**src/rtl/bit_nco_dpll.sv**
```systemverilog
// Bit-timing NCO with a second-order DPLL that tracks clock or data
// transitions around the frequency estimator's initial word.
module bit_nco_dpll #(
  parameter int KP_SHIFT    = 4,
  parameter int KI_SHIFT    = 10,
  parameter int NARROW_ADD  = 2,
  parameter int RANGE_SHIFT = 6,
  parameter int LOCK_CNT    = 64
) (
  input  logic        clk,
  input  logic        rst,
  input  logic [31:0] freq_init,
  input  logic        load_init,
  input  logic        track_en,
  input  logic        track_data,
  input  logic        transition,
  input  logic        transition_data,
  output logic        bit_strobe,
  output logic [31:0] phase,
  output logic [31:0] freq,
  output logic        lock,
  output logic        lock_err,
  output logic        outside_freq_range
);

  typedef enum logic [1:0] {
    IDLE,
    ACQUIRE,
    LOCKED
  } state_t;

  state_t state_q, state_d;

  logic [31:0]        lo_q, hi_q;
  logic signed [31:0] err_q;
  logic               err_valid_q;
  logic [7:0]         good_cnt_q;

  logic               sel, run;
  logic               good, bad;
  logic [4:0]         kp, ki;
  logic signed [31:0] p_term, i_term, corr;
  logic signed [33:0] acc_sum, int_sum;
  logic signed [32:0] err_ext;
  logic [32:0]        err_mag;
  logic [31:0]        dev;
  logic [32:0]        hi_raw;

  assign sel = track_data ? transition_data : transition;
  assign run = (state_q != IDLE);

  assign p_term = err_q >>> kp;
  assign i_term = err_q >>> ki;
  assign corr   = err_valid_q ? -p_term : '0;

  assign acc_sum = $signed({2'b00, phase})
                 + $signed({2'b00, freq})
                 + 34'(corr);
  assign int_sum = $signed({2'b00, freq})
                 - 34'(i_term);

  // 33-bit magnitude so that err = -2^31 reads as 2^31
  assign err_ext = 33'(err_q);
  assign err_mag = err_q[31] ? 33'(-err_ext) : 33'(err_ext);
  assign good    = err_mag < 33'h0_0800_0000;
  assign bad     = err_mag >= 33'h0_4000_0000;

  assign dev    = freq_init >> RANGE_SHIFT;
  assign hi_raw = {1'b0, freq_init} + {1'b0, dev};

  always_ff @(posedge clk or posedge rst) begin
    if (rst) begin
      state_q <= IDLE;
    end else begin
      state_q <= state_d;
    end
  end

  always_comb begin
    state_d = state_q;
    if (!track_en) begin
      state_d = IDLE;
    end else if (load_init) begin
      state_d = ACQUIRE;
    end else begin
      unique case (1'b1)
        (state_q == ACQUIRE):
          if (err_valid_q && good &&
              good_cnt_q == 8'(LOCK_CNT - 1))
            state_d = LOCKED;
        (state_q == LOCKED):
          if (err_valid_q && bad)
            state_d = ACQUIRE;
        default: ;
      endcase
    end
  end

  always_comb begin
    kp = 5'(KP_SHIFT);
    ki = 5'(KI_SHIFT);
    if (state_q == LOCKED) begin
      kp = 5'(KP_SHIFT + NARROW_ADD);
      ki = 5'(KI_SHIFT + NARROW_ADD);
    end
  end

  assign lock = (state_q == LOCKED);

  always_ff @(posedge clk or posedge rst) begin
    if (rst) begin
      phase              <= '0;
      freq               <= '0;
      bit_strobe         <= 1'b0;
      lock_err           <= 1'b0;
      outside_freq_range <= 1'b0;
      lo_q               <= '0;
      hi_q               <= '0;
      err_q              <= '0;
      err_valid_q        <= 1'b0;
      good_cnt_q         <= '0;
    end else if (!track_en) begin
      bit_strobe  <= 1'b0;
      lock_err    <= 1'b0;
      err_valid_q <= 1'b0;
    end else if (load_init) begin
      phase              <= '0;
      freq               <= freq_init;
      // dev never exceeds freq_init, so the low bound cannot underflow
      lo_q               <= freq_init - dev;
      hi_q               <= hi_raw[32] ? '1 : hi_raw[31:0];
      outside_freq_range <= 1'b0;
      good_cnt_q         <= '0;
      err_valid_q        <= 1'b0;
      bit_strobe         <= 1'b0;
      lock_err           <= 1'b0;
    end else if (!run) begin
      bit_strobe  <= 1'b0;
      lock_err    <= 1'b0;
      err_valid_q <= 1'b0;
    end else begin
      phase       <= acc_sum[31:0];
      bit_strobe  <= (acc_sum[33:32] == 2'b01);
      err_valid_q <= sel;
      lock_err    <= 1'b0;
      if (sel)
        err_q <= $signed(phase);
      if (err_valid_q) begin
        if (int_sum < $signed({2'b00, lo_q})) begin
          freq               <= lo_q;
          outside_freq_range <= 1'b1;
        end else if (int_sum > $signed({2'b00, hi_q})) begin
          freq               <= hi_q;
          outside_freq_range <= 1'b1;
        end else begin
          freq <= int_sum[31:0];
        end
        if (state_q == ACQUIRE) begin
          good_cnt_q <= good ? good_cnt_q + 8'd1 : '0;
        end else if (bad) begin
          good_cnt_q <= '0;
          lock_err   <= 1'b1;
        end
      end
    end
  end

endmodule

```
**config.mk**
```make
export PLATFORM = sky130hd
export DESIGN_NAME = bit_nco_dpll
export DESIGN_NICKNAME = d
export VERILOG_FILES = /design/src/rtl/bit_nco_dpll.sv
export SDC_FILE = /design/constraint.sdc
export NUM_CORES = 1
export LEC_CHECK = 0
export CAP_MARGIN = 5
export CORE_MARGIN = 2
export CORE_UTILIZATION = 62
export CTS_CLUSTER_DIAMETER = 50
export DETAILED_ROUTE_END_ITERATION = 16
export PLACE_DENSITY = 0.87
export REMOVE_ABC_BUFFERS = 1
export SYNTH_ARGS = -nofsm -noshare
export SYNTH_HDL_FRONTEND = slang
export SYNTH_SLANG_ARGS = --single-unit
```
**constraint.sdc**
```tcl
create_clock -name clk -period 7.7 [get_ports clk]
set_input_delay 2.31 -clock clk [delete_from_list [all_inputs] [get_ports clk]]
set_output_delay 2.31 -clock clk [all_outputs]
set_load 0.02 [all_outputs]
```
# == Word level (Yosys, flattened, before mapping) ==
# Index checks and enable logic that the tools add are counted.
# Widths: inputs -> output; s select.
# word_totals
regBits,174
# op_classes
bitwise,1
magnitude_cmp,4
n_reduce_logical,15
eq_ne,7
n_mux,41
n_addsub,8
shift,2
# ops
op,count
$mux 32,9
$mux 8,6
$add 34x32->34,1
$gt 34x33->1,1
$lt 34x33->1,1
$sub 33x32->34,1
$add 32x26->33,1
$add 32x32->33,1
$ge 33x31->1 const B,1
$lt 33x28->1 const B,1
$mux 33,1
$neg 32->33,1
$neg 32->32,1
$sshr 32x3->32,1
$sshr 32x4->32,1
$sub 32x26->32,1
$mux 1,18
$reduce_and 4->1,3
$mux 2,5
$add 8x1->8 const B,1
$eq 8x6->1 const B,1
$ne 4x3->1 const B,2
$reduce_and 3->1,2
$reduce_bool 2->1,3
other kinds (9),14

# == Longest topological paths before layout ==
# depth
depth_word,10
mapped_depth,31

# == Worst setup path before layout ==
# Ideal clock, no wire load.
# synth_path
path_type,reg-to-reg
start,reg state_q[0]
end,reg freq[4]
n_path_buf,6
required_time_ps,7574
stages_incl_launch_ff,30
t_arrival_ps,7124
synth_period_minus_slack_ps,7250
setup_slack_ps,450
cell_sequence,dfrtp_1 > inv_1 > ha_1 > buf_2 > buf_1 > buf_1 > clkbuf_1 > mux4_2 > ha_1 > inv_1 > fa_1 > a211o_1 > a2111oi_4 > o2111ai_1 > a211oi_2 > nor2_1 > a21boi_0 > xnor2_1 > ha_1 > a21oi_1 > nor2b_1 > a2111oi_0 > o31ai_1 > o21ai_1 > nand2_1 > a31oi_1 > buf_6 > buf_6 > mux2_4 > a221o_1
# synth_between
elab_chain_cells,10
# synth_rtl
item,line,rtl
from (decl),32,"state_t state_q, state_d;"
from (signal assigned),75,state_q <= state_d;
$eq 2x2->1 *,-,
net lock,21,"output logic lock,"
$mux 3 *,102,if (state_q == LOCKED) begin
$sshr 32x4->32 *,53,assign i_term = err_q >>> ki;
$sub 33x32->34 *,60,- 34'(i_term);
$gt 34x33->1,152,"end else if (int_sum > $signed({2'b00, hi_q})) begin"
$mux 32,152,
$mux 32 *,149,"if (int_sum < $signed({2'b00, lo_q})) begin"
$mux 32 *,148,if (err_valid_q) begin
$mux 32 *,137,end else if (!run) begin
$mux 32 *,126,end else if (load_init) begin
to (signal assigned),128,freq <= freq_init;
to (signal assigned),150,freq <= lo_q;
to (signal assigned),153,freq <= hi_q;
to (decl),20,"output logic [31:0] freq,"
# The timed path passes the listed nets; every way through them passes the cells marked *. The select of a mux whose other input is x is not followed.
# A chain may end at the register's enable or synchronous reset.

# == Worst setup path after layout ==
# layout_path
start,reg state_q[0]
end,reg freq[14]
# layout_between
elab_chain_cells,10
# layout_rtl
item,line
$eq 2x2->1,102
$mux 3,102
$sshr 32x4->32,53
$sub 33x32->34,60
$gt 34x33->1,152
$mux 32,152
$mux 32,149
$mux 32,148
$mux 32,137
$mux 32,126
# Parallel ways exist; a longest one is shown, timed or not. The select of a mux whose other input is x is not followed.

==> summary.md <==
| Metric | Value |
|---|---|
| Placed cells | `2,619` |
| Setup crit start | `state_q[0]$_DFFE_PP0P_` |
| Port buffer count | `106` |
| Routed wire per std cell | `21.0 µm` |
| Most frequent cell after synthesis | `ha_1` |
| Clk slew on worst S/H paths | `70 ps` |
| CTS root buf | `clkbuf_16` |
| Hold Startpoint | `lo_q[24]$_DFFE_PP0P_` |
| P_sw | `3.52 mW` |
| Post-Layout Cell Count | `around 2,700` |
| CP Data Required Time | `8040 ps` |
| Grt ovf | `0` |
| Final slew viol count | `0` |
| Drc violations | `0` |
| DRT iter0 DRCs | `1,736` |
| Die Height | `175 µm` |
| TritonCTS clock tree | `built` |
| Async SR Flop Fraction | `100%` |
| Setup Crit Path Kind | `reg -> reg` |
| H-tree levels | `4` |
| CORE AREA | `0.0288 mm²` |
| RR Startpoint | `state_q[0]$_DFFE_PP0P_` |
| Pleak | `about 9.5 nW` |
| Largest net degree at the start of global routing | `80` |
| Critical path peak fanout | `19` |
| Sinks on Clock Net | `174` |
| Top-area cell type share of the netlist area | `23.9%` |
| Switch share | `approximately 49%` |
| Skew-Pair Late Insertion Delay | `about 460 ps` |
| Nets | `around 2,500` |
| EDFF count, synth | `0` |
| Initial Util | `63.2%` |
| Final hold vios | `0` |
| DIE WIDTH | `approximately 180 µm` |
| GP Congestion | `approximately 0.94` |
| Internal Power | `between 3 and 4 mW` |
| DR vias/cell | `6.61` |
| Sequential share of power | `20.0%` |
| Layout area overhead | `11.3%` |
| Endpoints failing setup | `0` |
| Worst clock skew | `15.1 ps` |
| Synth Instances | `roughly 2,200` |
| Diode count | `0` |
| Critical path data arrival time | `7520 ps` |
| Seq/Total Area, Yosys | `23.9%` |
| Max-cap viol count | `0` |
| Maximum vdd drop | `between 200 and 250 µV` |
| Area leader, netlist | `dfrtp_1` |
| Worst Hold Slack | `484 ps` |
| Fmax | `139 MHz` |
| First-pass GRT wire length | `87.6 mm` |
| Synth Flop Type | `dfrtp_1` |
| Io pins | `107` |
| Post-route ant nets | `0` |
| Worst slew pin tran | `1180 ps` |
| TritonCTS buffer count | `17` |
| Critical path launch point type | `flop` |
| Layout cell share with drive strength beyond 1 | `slightly above 6%` |
| Vias post-DR | `between 15,000 and 20,000` |
| Hold/Removal Path Class | `reg -> reg` |
| RSZ-0062 raised after global routing | `false` |
| Setup_tns | `0 ps` |
| Vias in the first global route | `16,700` |
| Final core utilization | `70.3%` |
| Post-Route WL | `~56 mm` |
| Rows | `between 60 and 70` |
| Minimum clock period | `7180 ps` |
| Clock Power Share | `13.1%` |
| Gr usage total | `between 30% and 40%` |
| Area of the mapped netlist | `approximately 0.018 mm²` |
| Post-DP HPWL | `approximately 42 mm` |
| Count of cell types in the netlist | `92` |
| Commonest cells in the netlist | `ha_1 (220), nand2_1 (176), dfrtp_1 (174), o21ai_0 (174), inv_1 (167)` |
| Clock Path Buffers | `2` |
| Critical Path End Type | `flop` |
| Initial antenna violation count | `0` |
| Yosys warning count | `0` |
| Average size of a mapped cell | `8.26 µm²` |
| DRT Pass-1 Iters | `6` |
| Dominant cells by area after synthesis | `dfrtp_1 (24%), ha_1 (15%), o21ai_0 (4.8%)` |
| Relative slew slack | `21.4%` |
| Gate power share | `between 60% and 70%` |
| Outcome | `finished, final reports clean` |
| Die area | `0.0307 mm²` |
| Number of synthesized register bits | `174` |
| Pwr per Cell Area | `354 mW/mm²` |
| Period utilization | `93.3%` |
-- metal layers --
layer | vias to the layer above | wire length (µm) | share of wire, % | global-route usage [%]
li1 | 8131 | - | - | -
met1 | 8361 | 22800 | 41 | 46.2
met2 | 867 | 25800 | 46 | 58.9
met3 | 178 | 4540 | 8.1 | 4.87
met4 | 0 | 2800 | 5.0 | 17.1
met5 | - | 0 | 0 | 0
-- power by group through the flow --
| stage | logic (mW) | registers [mW] | clock network (mW) |
|---|---|---|---|
| 2_1_floorplan | 3.34 | 1.37 | 0 |
| 3_3_place_gp | 4.35 | 1.41 | 0 |
| 3_5_place_dp | 4.51 | 1.42 | 0 |
| 4_1_cts | 4.57 | 1.41 | 0.933 |
| 5_1_grt | 5.23 | 1.45 | 0.964 |
| 6_report | 4.79 | 1.43 | 0.939 |
-- flip-flops by register name, summed over array words and instances (netlist names) --
name and count:
good_cnt_q 8, lock_err 1, outside_freq_range 1, hi_q 32, err_valid_q 1, state_q 2, lo_q 32, err_q 32
freq 32, phase 32, bit_strobe 1
-- cells by family after synthesis --
family	synth area share, %
AOI/OAI and AO/OA	25.5
xor gates and xnor gates	7.18
adders and majority gates	15.7
buffers and inverters	5.67
DFF	23.9
muxes	6.32
and+or+nand+nor	15.7
-- final timing paths --
check                                            end  slack (ps)  depth (start not counted)
worst min register to register  lo_q[24]$_DFFE_PP0P_         480                          2
worst max-delay path            freq[14]$_DFFE_PP0P_         520                         27
max in group asynchronous       lo_q[30]$_DFFE_PP0P_        4200                          3
worst max register to register  freq[14]$_DFFE_PP0P_         520                         27
worst min-delay path            lo_q[24]$_DFFE_PP0P_         480                          2
min in group asynchronous        lo_q[0]$_DFFE_PP0P_        2290                          2
-- layout make-up --
class                           count  area, µm²
Timing Repair Buffer              133       1290
Tap cell                          384        480
Fill cell                        2226       8540
Inverter                          168        636
Clock buffer                       20        457
Sequential cell                   174       4350
Clock inverter                     12        153
Multi-Input combinational cell   1764      12900
-- cells in the final DEF (no fill, tap or decap), drive strengths merged, types with 57 or more instances in the layout --
cell type      synthesis  final
a21o                  68     68
a21oi                167    167
clkdlybuf4s50          0    106
dfrtp                174    174
ha                   220    220
inv                  167    172
mux2                  57     57
nand2                177    177
nor2                 144    144
o21ai                180    180
xnor2                 96     96
-- stage by stage --
stage	instance area (µm²)	power, mW	worst slack (ps)
global placement	19600	5.77	275
CTS	20200	6.91	71.7
global route	20200	7.64	92.9
floorplan	17800	4.71	-1360
detailed placement	19600	5.94	21.7
finish	20200	7.16	519
-- timing repair --
action / in CTS / in global routing
buffers inserted: 0 / 3
resized for setup: 1 / 1
cloned: 0 / 1
endpoints found under the hold margin: 0 / 0
pin swaps: 1 / 2
hold buffers: 0 / 0
setup endpoints to repair: 19 / 28
-- worst max-delay path, cell delays in order, from the launching register on --
cell	delay, ps
dfrtp_1	410
inv_1	120
ha_1	470
buf_4	360
mux2i_1	280
nand2_1	70
o21ai_0	110
ha_1	310
o21a_1	220
o21ai_0	270
o21ba_2	240
a31o_2	290
a211o_1	330
a31o_1	220
a21oi_1	170
xnor2_1	250
ha_1	330
a21o_1	160
a21oi_1	130
nor2b_1	60
a2111oi_1	480
o31ai_1	140
o21ai_1	250
nand2_1	250
a31oi_4	270
buf_12	190
mux2_1	360
a221o_1	320
Note: power is estimated with default switching activity, not from simulation.
